===== config.mk =====
export PLATFORM = sky130hd
export DESIGN_NAME = fpaddsub_norm_pipe
export DESIGN_NICKNAME = d
export VERILOG_FILES = /design/src/rtl/fpaddsub_pkg.sv /design/src/rtl/fpaddsub_lzc.sv /design/src/rtl/fpaddsub_norm_pipe.sv
export SDC_FILE = /design/constraint.sdc
export NUM_CORES = 1
export LEC_CHECK = 0
export BUFFER_PORTS_ARGS = -buffer_cell sky130_fd_sc_hd__buf_2
export CORE_ASPECT_RATIO = 2
export CORE_UTILIZATION = 40
export DETAILED_ROUTE_END_ITERATION = 8
export GPL_TIMING_DRIVEN = 0
export PLACE_DENSITY = 0.7
export RECOVER_POWER = 100
export SLEW_MARGIN = 20
export SYNTH_ARGS = -nofsm -noshare
export SYNTH_HDL_FRONTEND = slang
export SYNTH_SLANG_ARGS = --single-unit

===== constraint.sdc =====
create_clock -name clk -period 3.5 [get_ports clk]
set_clock_uncertainty 0.15 [all_clocks]
set_input_delay 0.7 -clock clk [delete_from_list [all_inputs] [get_ports clk]]
set_output_delay 0.7 -clock clk [all_outputs]
set_load 0.05 [all_outputs]

===== src/rtl/fpaddsub_pkg.sv =====
// Shared constants for the FP add/sub datapath: default field widths and the
// widths derived from them for the normalisation stage.
package fpaddsub_pkg;

    localparam int DEF_EXP_W    = 8;
    localparam int DEF_MAN_W    = 23;
    localparam int DEF_SUM_W    = DEF_MAN_W + 10;
    localparam int DEF_STICKY_W = DEF_SUM_W - DEF_MAN_W - 3;
    localparam int DEF_LZ_W     = $clog2(DEF_SUM_W + 1);

endpackage


===== src/rtl/fpaddsub_lzc.sv =====
// Combinational leading-zero counter. Resolves one count bit per level,
// from the MSB of the count down, so depth grows with log2 of the width.
module fpaddsub_lzc #(
    parameter int WIDTH = 33,
    parameter int CNT_W = $clog2(WIDTH + 1)
) (
    input  logic [WIDTH-1:0] value,
    output logic [CNT_W-1:0] count
);

    localparam int PAD_W = 1 << CNT_W;

    // Ones padded below the value stop the search at exactly WIDTH for a zero input.
    logic [PAD_W-1:0] padded;
    logic [PAD_W-1:0] cur;

    assign padded = {value, {(PAD_W - WIDTH){1'b1}}};

    // NOTE: combinational blocks use blocking '=' so each level sees the previous one;
    // every variable gets a default first so no latch is inferred.
    always_comb begin
        cur   = padded;
        count = '0;
        for (int k = CNT_W - 1; k >= 0; k--) begin
            if ((cur >> (PAD_W - (1 << k))) == '0) begin
                count[k] = 1'b1;
                cur      = cur << (1 << k);
            end
        end
    end

endmodule


===== src/rtl/fpaddsub_norm_pipe.sv =====
// Two-stage normalisation pipeline between the FP add and rounding stages:
// S1 captures the sum and its leading-zero count, S2 shifts and forms the fields.
module fpaddsub_norm_pipe
    import fpaddsub_pkg::*;
#(
    parameter int EXP_W = DEF_EXP_W,
    parameter int MAN_W = DEF_MAN_W,
    parameter int SUM_W = MAN_W + 10
) (
    input  logic             clk,
    input  logic             rst,
    input  logic             in_valid,
    output logic             in_ready,
    input  logic [SUM_W-1:0] in_sum,
    input  logic [EXP_W-1:0] in_cexp,
    input  logic             in_sign,
    output logic             out_valid,
    input  logic             out_ready,
    output logic [MAN_W-1:0] out_norm_m,
    output logic [EXP_W:0]   out_norm_e,
    output logic             out_zero,
    output logic             out_neg_e,
    output logic             out_fg,
    output logic             out_r,
    output logic             out_s,
    output logic             out_sign
);

    localparam int LZ_W = $clog2(SUM_W + 1);
    localparam logic [EXP_W:0] E_ONE = (EXP_W + 1)'(1);

    logic             s1_v;
    logic [SUM_W-1:0] s1_sum;
    logic [EXP_W-1:0] s1_cexp;
    logic             s1_sign;
    logic [LZ_W-1:0]  s1_lz;
    logic             s1_zero;
    logic             s2_v;

    logic             s1_load;
    logic             s2_load;
    logic [LZ_W-1:0]  lz;
    logic [SUM_W-1:0] sh;
    logic [EXP_W:0]   e_calc;

    assign s2_load  = !s2_v || out_ready;
    assign s1_load  = !s1_v || s2_load;
    assign in_ready = s1_load;

    fpaddsub_lzc #(
        .WIDTH (SUM_W),
        .CNT_W (LZ_W)
    ) u_lzc (
        .value (in_sum),
        .count (lz)
    );

    // NOTE: sequential state always uses non-blocking '<=' so every register
    // samples pre-edge values regardless of statement order.
    always_ff @(posedge clk) begin
        if (rst) begin
            s1_v    <= 1'b0;
            s1_sum  <= '0;
            s1_cexp <= '0;
            s1_sign <= 1'b0;
            s1_lz   <= '0;
            s1_zero <= 1'b0;
        end else if (s1_load) begin
            s1_v <= in_valid;
            if (in_valid) begin
                s1_sum  <= in_sum;
                s1_cexp <= in_cexp;
                s1_sign <= in_sign;
                s1_lz   <= lz;
                s1_zero <= (in_sum == '0);
            end
        end
    end

    // Barrel shifter: one conditional power-of-two shift per lz bit.
    always_comb begin
        sh = s1_sum;
        for (int k = 0; k < LZ_W; k++) begin
            if (s1_lz[k]) begin
                sh = sh << (1 << k);
            end
        end
    end

    assign e_calc = {1'b0, s1_cexp} + E_ONE - (EXP_W + 1)'(s1_lz);

    always_ff @(posedge clk) begin
        if (rst) begin
            s2_v       <= 1'b0;
            out_norm_m <= '0;
            out_norm_e <= '0;
            out_zero   <= 1'b0;
            out_fg     <= 1'b0;
            out_r      <= 1'b0;
            out_s      <= 1'b0;
            out_sign   <= 1'b0;
        end else if (s2_load) begin
            s2_v <= s1_v;
            if (s1_v) begin
                out_norm_m <= sh[SUM_W-2 -: MAN_W];
                out_norm_e <= s1_zero ? '0 : e_calc;
                out_zero   <= s1_zero;
                out_fg     <= sh[SUM_W-2-MAN_W];
                out_r      <= sh[SUM_W-3-MAN_W];
                out_s      <= |sh[SUM_W-4-MAN_W:0];
                out_sign   <= s1_sign;
            end
        end
    end

    assign out_valid = s2_v;
    assign out_neg_e = out_norm_e[EXP_W];

endmodule

-- After elaboration in Yosys (flattened, before gate mapping)
Index checks and enable logic that the tools add are counted.
- mux-type cells: 18
- $add $sub $neg: 2
- reductions and logical operators: 14
- operator list (cell ; number):
    logical NOT 64 bit ; 6
    2-to-1 mux 64 bit ; 5
    2-to-1 mux 32 bit ; 6
    logical NOT 33 bit ; 1
    adder 8 x 1 -> 9 bit (second input constant) ; 1
    2-to-1 mux 9 bit ; 1
    subtractor 9 x 6 -> 9 bit ; 1
    OR reduction 7 bit ; 1
    2-to-1 mux 1 bit ; 6
    AND reduction 2 bit ; 2
    logical NOT 1 bit ; 2
    logical OR 1 bit ; 2
- logic and storage cells: 48
- input bits: 46
- output and inout bits: 40
- bits in registers: 87

-- Longest topological paths before layout
Gate-level depths: netlist of the first run.
- depth after elaboration: 12
- mapped depth: 14
- depth with buffers taken out: 13

-- Hierarchy
From an unflattened synthesis of the first run, not the netlist that was laid out.
- cells, all modules: 686
- area, all modules: 5730.5 sq um
- by module, submodules not included (module ; sequential area each (sq um) ; times used ; cells each ; area an instance (sq um)):
    fpaddsub_norm_pipe ; 1741.7 ; 1 ; 611 ; 5187.5
    fpaddsub_lzc ; 0.0 ; 1 ; 75 ; 543.0

-- Least setup slack after synthesis of the first run
OpenSTA, ideal clock, no wires.
- path type: reg-to-reg
- start point: reg s1_lz[0]
- end point: reg out_norm_e[7]
- data arrival time: 2.518 ns
- path buffers: 2
- period minus slack after synthesis: 2.796 ns
- stages on the path, launching flop included: 15
- library setup time: 0.128 ns
- setup slack: 0.704 ns
- data required time: 3.222 ns
- cells stage by stage: dfxtp_1 > buf_4 > buf_4 > clkinv_1 > ha_1 > ha_1 > fa_1 > a21oi_1 > o21bai_1 > a21oi_1 > nor2_1 > nor2_1 > xnor2_1 > a22oi_1 > nor2_1
- word-level cells in the longest chain between the ends: 2
- ends and longest elaborated chain (item ; RTL line ; source):
    start, declared ; fpaddsub_norm_pipe.sv:36 ; logic [LZ_W-1:0] s1_lz;
    start signal, assigned ; fpaddsub_norm_pipe.sv:74 ; s1_lz <= lz;
    subtractor 9 x 6 -> 9 bit ; fpaddsub_norm_pipe.sv:90 ; assign e_calc = {1'b0, s1_cexp} + E_ONE - (EXP_W + 1)'(s1_lz);
    2-to-1 mux 9 bit ; fpaddsub_norm_pipe.sv:106 ; out_norm_e <= s1_zero ? '0 : e_calc;
    end signal, assigned ; fpaddsub_norm_pipe.sv:106 ;
    end, declared ; fpaddsub_norm_pipe.sv:20 ; output logic [EXP_W:0] out_norm_e,
No other way between the ends.
A chain may end at the register's enable or synchronous reset.

-- Worst setup path after layout of the first run
- start point: reg s1_lz[3]
- end point: reg out_norm_e[8]
Same word-level chain as after synthesis.

==> run metrics, run 1 <==
CP Capture Type=flip-flop; Post-synth ARST share=0; CTS tree=done; Worst setup SP type=flip-flop; Tcrit/Tclk final=0.937; crit-path max FO=10; dpl cell area=0.00581 mm²; Post-DRT Antenna Nets=0; Syn Nets=704; Post-synth EDFFs=0; Hold Buf Count CTS=0; top layer in use=met4; PostCTS Resize Cnt=0; fin nets=799; setup tns final=0 ns; DP Wirelength=13500 µm; worst path required time=3.59 ns; Rel. slew slack=0.238; ratio of cells with drive above 1 in the final layout=0.134; maximum VDD drop=0.299 mV; MaxCap Viol Count=0; post-synthesis sequential area ratio=0.335; most frequent cells in the layout=140 x nand2_1, 87 x dfxtp_1, 77 x clkbuf_1, 77 x a21oi_1, 62 x nor2_1; power density over cell area=436 mW/mm²; worst path bufs/invs=3; buffer count from post-CTS setup fixing=0; met1 wire length=5780 µm; Hold Vio Cnt, Final=0; die area=0.0135 mm²; row cnt=58; Worst-path clk slew=0.07 ns; Met2 Wirelength=9030 µm; Critical Path, Cell by Cell=clkbuf_1, inv_1, clkbuf_1, ha_1, ha_1, a21oi_1, o21bai_1, a21oi_1, o21bai_1, a21oi_1, mux2i_1, nand2_1; synth warn=0; Antenna diodes=0; Post-Layout Inst Area=0.00606 mm²; grt ovf=0; H-tree depth=3; outcome=finished clean; Initial Util=0.412; top_reg_cell synth=dfxtp_1; Leak=2.33 nW; post-DR wirelength/cell=18.3 µm; final non-filler cell total=894; vias in the first global route=5053; most common cell after layout, fill and taps aside=nand2_1; Max Root-Sink Buffers=2; first-pass GRT wire length=25700 µm; drt initial violations=232; met3 WL=496 µm; crit-path max cell delay=0.47 ns; die span in x=82.6 µm; final WL=16400 µm; Ports=86; Core Box Area=0.0126 mm²; IO Port Bufs=84; cell repeated most along the worst path=a21oi_1; largest net degree at the start of global routing=17; Setup Viol. Count Final=0; Clock Sinks=87; Placed Instances=878; critical path's top delay family=buffers and inverters; vias post-DR=5074; mean area per synthesized cell=8.08 µm²; worst slew pin tran=1.13 ns; Fillers=1351; slowest cell on the critical path=clkbuf_1; Synth Instances=644; f_max=305 MHz; die outline height=163 µm; RSZ-0062 raised after global routing=false; CTS root buf=clkbuf_16; Syn-to-layout area delta=16.5%; Initial DRT Pass Iterations=5; CTS Buf Count=9; Vias/cell=5.68; FF+latch count, synth=87; Total GRT Usage=0.258; Netlist cell types=63; worst skew pair latency=0.36 ns; Critical Path AT=3.37 ns; Max Slew Vio Count=0; hold crit path type=flip-flop to flip-flop; Mapped Area=0.00520 mm²; initial antenna violation count=0; Final min period=3.28 ns; Final Wtd Congestion=0.960; classification of the worst setup path=flip-flop to flip-flop; DRC errors left=0
## report_power, final
part           switching, mW  internal (mW)
Sequential            0.0383           1.04
Clock                  0.421          0.634
Combinational          0.329          0.180
## metal layers
| metal | track usage | vias to the layer above |
|---|---|---|
| met5 | 0 | - |
| met4 | 0.171 | 0 |
| met3 | 0.0302 | 54 |
| met2 | 0.486 | 147 |
| met1 | 0.248 | 2363 |
| li1 | - | 2510 |
## registers in the layout, summed over array words and instances (netlist names)
signal      cells
out_norm_e      9
s1_lz           6
out_sign        1
s1_cexp         8
out_norm_m     23
out_zero        1
s1_sign         1
out_valid       1
s1_v            1
s1_zero         1
out_fg          1
out_s           1
s1_sum         32
out_r           1
## synth_stat cells, types with 5 or more instances
| cell type | count | area, µm² |
|---|---|---|
| a221oi_1 | 5 | 43.8 |
| nand3_1 | 6 | 30.0 |
| or3_1 | 5 | 31.3 |
| nor3_1 | 13 | 65.1 |
| o21ai_0 | 13 | 65.1 |
| dfxtp_1 | 87 | 1740 |
| a211oi_1 | 11 | 82.6 |
| inv_1 | 16 | 60.1 |
| buf_2 | 6 | 30.0 |
| a31oi_1 | 8 | 50.1 |
| a21oi_1 | 76 | 380 |
| buf_1 | 5 | 18.8 |
| a222oi_1 | 8 | 80.1 |
| a22oi_1 | 14 | 105 |
| clkbuf_1 | 32 | 120 |
| mux4_2 | 22 | 495 |
| nor2_1 | 62 | 233 |
| mux2i_1 | 21 | 210 |
| nand2_1 | 140 | 526 |
| o211ai_1 | 5 | 37.5 |
| ha_1 | 13 | 163 |
| and2_1 | 5 | 31.3 |
## worst reg2reg max path, cell delays in order, from the launching register on
cell,delay (ns)
dfxtp_1,0.30
clkbuf_1,0.17
inv_1,0.23
clkbuf_1,0.47
ha_1,0.34
ha_1,0.32
a21oi_1,0.25
o21bai_1,0.10
a21oi_1,0.23
o21bai_1,0.09
a21oi_1,0.18
mux2i_1,0.27
nand2_1,0.07
## path summary, 6_finish.rpt
check / endpoint / cells after the start / startpoint / slack (ns)
worst min register to register: s1_cexp[3]$_SDFFE_PP0P_ / 2 / s1_cexp[3]$_SDFFE_PP0P_ / 0.31
worst min-delay path: s1_cexp[3]$_SDFFE_PP0P_ / 2 / s1_cexp[3]$_SDFFE_PP0P_ / 0.31
worst max register to register: out_norm_e[8]$_SDFFE_PP0P_ / 12 / s1_lz[3]$_SDFFE_PP0P_ / 0.22
worst max-delay path: out_norm_e[8]$_SDFFE_PP0P_ / 12 / s1_lz[3]$_SDFFE_PP0P_ / 0.22
## logic make-up after synthesis
logic type,share of synthesized area
flip-flops,0.335
AND/OR/NAND/NOR,0.219
adder cells (fa/ha/maj),0.0351
buffers and inverters,0.0519
multiplexers,0.142
AO/OA/AOI/OAI,0.208
XOR/XNOR,0.00842
## per-stage QoR
step	hold slack (ns)	total power, mW	utilization	setup slack (ns)
CTS	0.311	2.65	0.486	0.181
floorplan	0.283	1.45	-	0.704
global placement	0.294	1.61	0.460	0.234
detailed placement	0.301	1.61	0.460	0.209
finish	0.308	2.64	0.480	0.222
global route	0.329	2.74	0.480	0.0135
## final cells by class
| class | count | area, µm² | share of cell area |
|---|---|---|---|
| multi-input combinational | 492 | 3170 | 0.523 |
| sequential | 87 | 1740 | 0.287 |
| clock buffer | 9 | 225 | 0.0372 |
| buffer | 47 | 200 | 0.0330 |
| tap | 150 | 188 | 0.0310 |
| timing repair buffer | 84 | 369 | 0.0609 |
| inverter | 18 | 67.6 | 0.0111 |
| clock inverter | 7 | 103 | 0.0169 |
Note: power is estimated with default switching activity, not from simulation.
==> inputs of run 2 (changes only) <==
- ABC_AREA: default -> 1
- CTS_CLUSTER_SIZE: default -> 30
==> run 2 against run 1 <==
  * Global-route usage shrank 0.89 points
  * Final area up 0.72%
  * Setup slack better by 0.039 ns
  * Critical endpoint is now s1_lz[0]$_SDFFE_PP0P_
  * Count of clock-buffer cells in the layout rose by 1
  * Synthesized cell count increased by 29%
==> run metrics, run 2 <==
outcome=finished clean (unchanged); most frequent cells after synthesis=214 x nand2_1, 131 x nor2_1, 98 x o21ai_0 (was 140 x nand2_1, 87 x dfxtp_1, 76 x a21oi_1); initial antenna violation count=0 (unchanged); area of the multi-input gates=0.00310 mm² (was 0.00317 mm²); post-synthesis sequential area ratio=0.330 (was 0.335); Post-synth ARST share=0 (unchanged); die area=0.0137 mm² (was 0.0135 mm²); IO Port Bufs=84 (unchanged); FF+latch count, synth=87 (unchanged); f_max=309 MHz (was 305 MHz); row cnt=59 (was 58); Vias/cell=5.28 (was 5.68); Ports=86 (unchanged); Post-synth EDFFs=0 (unchanged); post-DR wirelength/cell=15.6 µm (was 18.3 µm); Tcrit/Tclk final=0.926 (was 0.937); most frequent cells in the layout=215 x nand2_1, 132 x nor2_1, 98 x o21ai_0 (was 140 x nand2_1, 87 x dfxtp_1, 77 x clkbuf_1, 77 x a21oi_1, 62 x nor2_1); Netlist cell types=45 (was 63); most frequent cell after synthesis=nand2_1 (unchanged); Register Area=0.00174 mm² (unchanged); Antenna diodes=0 (unchanged); Tot Pwr=2.65 mW (was 2.64 mW); worst slew pin tran=0.744 ns (was 1.13 ns); Syn-to-layout area delta=15.8% (was 16.5%); PostCTS Resize Cnt=0 (unchanged); Syn Nets=888 (was 704); worst skew pair latency=0.35 ns (was 0.36 ns); drt initial violations=271 (was 232); worst path required time=3.63 ns (was 3.59 ns); Max Slew Vio Count=0 (unchanged); Total GRT Usage=0.249 (was 0.258); R2R Path Start=s1_lz[2]$_SDFFE_PP0P_ (was s1_lz[3]$_SDFFE_PP0P_); DP Wirelength=13800 µm (was 13500 µm); Worst Reg-to-Reg Cells=17 (was 12); Critical Path, Cell by Cell=buf_2, nor2_1, nand2_1, nor2_1, nand2_1, o21ai_2, nand2_4, nand3_1, nand2_1, nor2_1, nand2_1, nor2_2, nand2_1, o21ai_1, nand3_1, nand2_1, inv_1, nand2_1, nand2_1, a21oi_2 (was clkbuf_1, inv_1, clkbuf_1, ha_1, ha_1, a21oi_1, o21bai_1, a21oi_1, o21bai_1, a21oi_1, mux2i_1, nand2_1); CTS Buf Count=9 (unchanged); Final Wtd Congestion=0.977 (was 0.960); largest net degree at the start of global routing=16 (was 17); synth warn=0 (unchanged); hold crit path type=flip-flop to flip-flop (unchanged); fin nets=983 (was 799); Post-DRT Antenna Nets=0 (unchanged); Rel. slew slack=0.502 (was 0.238); Clock Sinks=87 (unchanged); Initial Util=0.408 (was 0.412); grt ovf=0 (unchanged); H-tree depth=3 (unchanged); Synth Instances=828 (was 644); Max Root-Sink Buffers=2 (unchanged); critical path's top delay family=simple AND/OR/NAND/NOR gates (was buffers and inverters); CTS root buf=clkbuf_16 (unchanged); largest area contributor in the netlist=dfxtp_1 (unchanged); final WL=16900 µm (was 16400 µm); Final min period=3.24 ns (was 3.28 ns); Fillers=1447 (was 1351); first-pass GRT wire length=26400 µm (was 25700 µm); hold path endpoint=out_norm_e[7]$_SDFFE_PP0P_ (was s1_cexp[3]$_SDFFE_PP0P_); mean area per synthesized cell=6.36 µm² (was 8.08 µm²); Critical Path AT=3.37 ns (about the same); top_reg_cell synth=dfxtp_1 (unchanged); Mapped Area=0.00527 mm² (was 0.00520 mm²); vias post-DR=5701 (was 5074); Core Util, Final=0.473 (was 0.480); Core Box Area=0.0129 mm² (was 0.0126 mm²); dpl cell area=0.00588 mm² (was 0.00581 mm²); DRC errors left=0 (unchanged); power density over cell area=434 mW/mm² (was 436 mW/mm²); crit-path max cell delay=0.26 ns (was 0.47 ns); die span in x=83.2 µm (was 82.6 µm); buffer count from post-CTS setup fixing=0 (unchanged); Top reg by flops=s1_sum (unchanged); Hold Buf Count CTS=0 (unchanged); crit-path max FO=9 (was 10); most common cell after layout, fill and taps aside=nand2_1 (unchanged); Hold Startpoint=out_norm_e[7]$_SDFFE_PP0P_ (was s1_cexp[3]$_SDFFE_PP0P_); hold path depth=2 (unchanged); max FFs per register=32 (unchanged); Largest regs=s1_sum x32, out_norm_m x23, out_norm_e x9 (unchanged); CTS tree=done (unchanged); maximum VDD drop=0.271 mV (was 0.299 mV); worst hold slack=0.317 ns (was 0.308 ns); Post-Layout Inst Area=0.00610 mm² (was 0.00606 mm²); MaxCap Viol Count=0 (unchanged); cell repeated most along the worst path=nand2_1 (was a21oi_1); die outline height=164 µm (was 163 µm); CP Capture Type=flip-flop (unchanged); vias in the first global route=5428 (was 5053); worst path bufs/invs=2 (was 3); RSZ-0062 raised after global routing=false (unchanged); FF-to-FF setup slack=0.37 ns (was 0.22 ns); Hold Vio Cnt, Final=0 (unchanged); Setup Viol. Count Final=0 (unchanged); Area contributors post-synth=dfxtp_1 33%, nand2_1 15%, nor2_1 9.3% (was dfxtp_1 33%, nand2_1 10%, mux4_2 9.5%); ratio of cells with drive above 1 in the final layout=0.0970 (was 0.134); slowest cell on the critical path=nor2_1 (was clkbuf_1); Synth top area share=0.330 (was 0.335); classification of the worst setup path=input pin to flip-flop (was flip-flop to flip-flop); Leak=2.71 nW (was 2.33 nW); Worst-path clk slew=0.06 ns (was 0.07 ns); Worst setup SP type=input pin (was flip-flop); Initial DRT Pass Iterations=5 (unchanged); setup tns final=0 ns (unchanged); r2r endpoint=out_norm_e[8]$_SDFFE_PP0P_ (unchanged)
[run 2: cells by family after synthesis]
kind of cell / Yosys count / synth area share
flip-flops: 87 / 0.330
AO/OA/AOI/OAI: 191 / 0.206
adder cells (fa/ha/maj): 14 / 0.0347
XOR/XNOR: 1 / 0.00166
multiplexers: 10 / 0.0190
buffers and inverters: 111 / 0.0798
AND/OR/NAND/NOR: 414 / 0.329
[run 2: final cells by class]
type	count	area share
Inverter	63	0.0387
Tap cell	152	0.0312
Clock buffer	10	0.0391
Timing Repair Buffer	84	0.0607
Buffer	48	0.0301
Multi-Input combinational cell	630	0.507
Clock inverter	6	0.00738
Sequential cell	87	0.285
[run 2: metal layers]
metal | vias up | wire length (µm) | GRT usage | part of all wire
li1 | 2908 | - | - | -
met1 | 2549 | 6050 | 0.227 | 0.36
met2 | 182 | 9170 | 0.499 | 0.54
met3 | 62 | 651 | 0.0357 | 0.039
met4 | 0 | 1030 | 0.166 | 0.061
met5 | - | 0 | 0 | 0
[run 2: how the worst max path moves through the flow]
stage	slack (ns)	start	depth (start not counted)	endpoint
after global placement	0.12	in_sum[18]	19	s1_lz[1]$_SDFFE_PP0P_
after detailed placement	0.12	in_sum[18]	20	s1_lz[0]$_SDFFE_PP0P_
after CTS	0.39	s1_lz[2]$_SDFFE_PP0P_	17	out_norm_e[8]$_SDFFE_PP0P_
after floorplan	0.81	in_sum[31]	19	s1_lz[0]$_SDFFE_PP0P_
after global routing	0.06	in_sum[18]	20	s1_lz[0]$_SDFFE_PP0P_
final	0.26	in_sum[18]	20	s1_lz[0]$_SDFFE_PP0P_
[run 2: report_power, final]
| group | total [mW] | switching (mW) | internal, mW |
|---|---|---|---|
| clock network | 0.911 | 0.409 | 0.502 |
| logic | 0.643 | 0.455 | 0.188 |
| registers | 1.10 | 0.0429 | 1.06 |
[run 2: worst register-to-register path, cell delays in order (launching register included)]
cell      delay (ns)
dfxtp_1         0.46
clkinv_1        0.27
clkbuf_1        0.29
ha_1            0.25
ha_1            0.35
a21oi_1         0.14
inv_1           0.05
a31oi_1         0.20
nor2_1          0.08
nor2_1          0.10
nor2_1          0.04
nor2_1          0.11
nor2_1          0.07
nor2_1          0.09
nor2_1          0.06
o21ai_0         0.14
nand3_1         0.08
a21oi_1         0.13
[run 2: stage by stage]
step | instances | setup WS [ns]
floorplan | 828 | 0.812
global placement | 1064 | 0.125
detailed placement | 1064 | 0.119
CTS | 1080 | 0.385
global route | 1080 | 0.0582
finish | 1080 | 0.260
==> inputs of run 3 (changes only) <==
- clock period: 3.5 -> 4 ns (I/O delays scaled with it)
==> run 3 against run 2 <==
  * Final cell count did not move
  * Sequential power fell by 13%
  * Largest power group unchanged
  * Highest routed layer unchanged
  * Via count fell by 0.18%
==> run metrics, run 3 (synthesized netlist as in run 2, its figures left out) <==
outcome=finished clean (unchanged); initial antenna violation count=0 (unchanged); CP Capture Type=flip-flop (unchanged); area of the multi-input gates=0.00310 mm² (about the same); die area=0.0137 mm² (unchanged); Critical Path, Cell by Cell=buf_2, nor2_1, nand2_1, nor2_1, nand2_1, o21ai_2, nand2_4, nand3_1, nand2_1, nor2_1, nand2_1, nor2_1, nand2_1, o21ai_1, nand3_1, nand2_1, inv_1, nand2_1, nand2_1, a21oi_2 (was buf_2, nor2_1, nand2_1, nor2_1, nand2_1, o21ai_2, nand2_4, nand3_1, nand2_1, nor2_1, nand2_1, nor2_2, nand2_1, o21ai_1, nand3_1, nand2_1, inv_1, nand2_1, nand2_1, a21oi_2); die outline height=164 µm (unchanged); Final min period=3.42 ns; Core Box Area=0.0129 mm² (unchanged); Max Root-Sink Buffers=2 (unchanged); post-DR wirelength/cell=15.6 µm (about the same); Worst-path clk slew=0.06 ns (about the same); DP Wirelength=13800 µm (unchanged); critical path's top delay family=simple AND/OR/NAND/NOR gates (unchanged); Syn-to-layout area delta=15.8% (about the same); buffer count from post-CTS setup fixing=0 (unchanged); Worst setup SP type=input pin (unchanged); vias post-DR=5691 (was 5701); H-tree depth=3 (unchanged); Register Area=0.00174 mm² (unchanged); Antenna diodes=0 (unchanged); worst path required time=4.13 ns (was 3.63 ns); final WL=16900 µm (about the same); row cnt=59 (unchanged); CTS root buf=clkbuf_16 (unchanged); most common cell after layout, fill and taps aside=nand2_1 (unchanged); largest net degree at the start of global routing=16 (unchanged); first-pass GRT wire length=26400 µm (unchanged); CTS tree=done (unchanged); crit-path max FO=9 (unchanged); cell repeated most along the worst path=nand2_1 (unchanged); Top reg by flops=s1_sum (unchanged); Initial DRT Pass Iterations=5 (unchanged); worst path bufs/invs=2 (unchanged); slowest cell on the critical path=nor2_1 (unchanged); fin nets=983 (unchanged); Ports=86 (unchanged); drt initial violations=270 (was 271); Leak=2.71 nW (about the same); Rel. slew slack=0.503 (was 0.502); Hold Vio Cnt, Final=0 (unchanged); Post-Layout Inst Area=0.00610 mm² (about the same); vias in the first global route=5428 (unchanged); maximum VDD drop=0.237 mV (was 0.271 mV); f_max=293 MHz; Initial Util=0.408 (unchanged); worst skew pair latency=0.35 ns (about the same); Largest regs=s1_sum x32, out_norm_m x23, out_norm_e x9 (unchanged); final non-filler cell total=1080 (unchanged); crit-path max cell delay=0.26 ns (about the same); dpl cell area=0.00588 mm² (unchanged); Clock Sinks=87 (unchanged); die span in x=83.2 µm (unchanged); Critical Path AT=3.55 ns (was 3.37 ns); Placed Instances=1064 (unchanged); Place WS=0.519 ns (was 0.119 ns); DRC errors left=0 (unchanged); setup tns final=0 ns (unchanged); Tcrit/Tclk final=0.855; classification of the worst setup path=input pin to flip-flop (unchanged); Vias/cell=5.27 (was 5.28); ratio of cells with drive above 1 in the final layout=0.0959 (was 0.0970); RSZ-0062 raised after global routing=false (unchanged); most frequent cells in the layout=215 x nand2_1, 133 x nor2_1, 98 x o21ai_0 (was 215 x nand2_1, 132 x nor2_1, 98 x o21ai_0); Setup Viol. Count Final=0 (unchanged); IO Port Bufs=84 (unchanged); Max Slew Vio Count=0 (unchanged); grt ovf=0 (unchanged); FF-to-FF setup slack=0.87 ns (was 0.37 ns); MaxCap Viol Count=0 (unchanged); power density over cell area=380 mW/mm² (was 434 mW/mm²); hold crit path type=flip-flop to flip-flop (unchanged); CTS Buf Count=9 (unchanged); Final Wtd Congestion=0.977 (unchanged); Total GRT Usage=0.249 (unchanged); Hold Buf Count CTS=0 (unchanged); worst slew pin tran=0.743 ns (was 0.744 ns); max FFs per register=32 (unchanged); Final WS setup=0.582 ns (was 0.260 ns); PostCTS Resize Cnt=0 (unchanged); Post-DRT Antenna Nets=0 (unchanged); Fillers=1448 (was 1447)
==> run 3: cell count changes in the layout (fill, tap and decap cells not counted) <==
cell    previous run  this run
nor2_1           132       133
nor2_2             3         2
==> run 3: layout make-up <==
cell class | instances | area share
Sequential cell | 87 | 0.285
Tap cell | 152 | 0.0312
Inverter | 63 | 0.0388
Clock buffer | 10 | 0.0392
Multi-Input combinational cell | 630 | 0.507
Buffer | 48 | 0.0301
Timing Repair Buffer | 84 | 0.0607
Clock inverter | 6 | 0.00738
==> run 3: worst min-delay path, delay by kind of cell (launching register included) <==
| family | cells | cell delay [ns] |
|---|---|---|
| flip-flops | 1 | 0.31 |
| AND/OR/NAND/NOR | 1 | 0.06 |
| AO/OA/AOI/OAI | 1 | 0.05 |
==> run 3: final timing paths <==
| check | from | endpoint | cells past startpoint |
|---|---|---|---|
| max | in_sum[18] | s1_lz[0]$_SDFFE_PP0P_ | 20 |
| min | out_norm_e[5]$_SDFFE_PP0P_ | out_norm_e[5]$_SDFFE_PP0P_ | 2 |
| max reg2reg | s1_lz[2]$_SDFFE_PP0P_ | out_norm_e[8]$_SDFFE_PP0P_ | 17 |
| min reg2reg | out_norm_e[5]$_SDFFE_PP0P_ | out_norm_e[5]$_SDFFE_PP0P_ | 2 |
==> run 3: per-stage QoR <==
stage           util  hold WS [ns]  total power, mW
2_1_floorplan      -         0.285             1.37
3_3_place_gp   0.455         0.300             1.53
3_5_place_dp   0.455         0.305             1.54
4_1_cts        0.477         0.315             2.33
5_1_grt        0.472         0.325             2.43
6_report       0.472         0.316             2.32
==> run 3: report_power, final <==
part | switching, mW | leakage (nW) | internal, mW
clock network | 0.358 | 0.131 | 0.439
registers | 0.0375 | 0.716 | 0.924
logic | 0.397 | 1.86 | 0.164
==> run 3: per-layer routing <==
metal	up-vias	part of all wire	GRT usage
met5	-	0	0
met4	0	0.061	0.166
met3	60	0.039	0.0357
met2	174	0.54	0.499
met1	2549	0.36	0.227
li1	2908	-	-
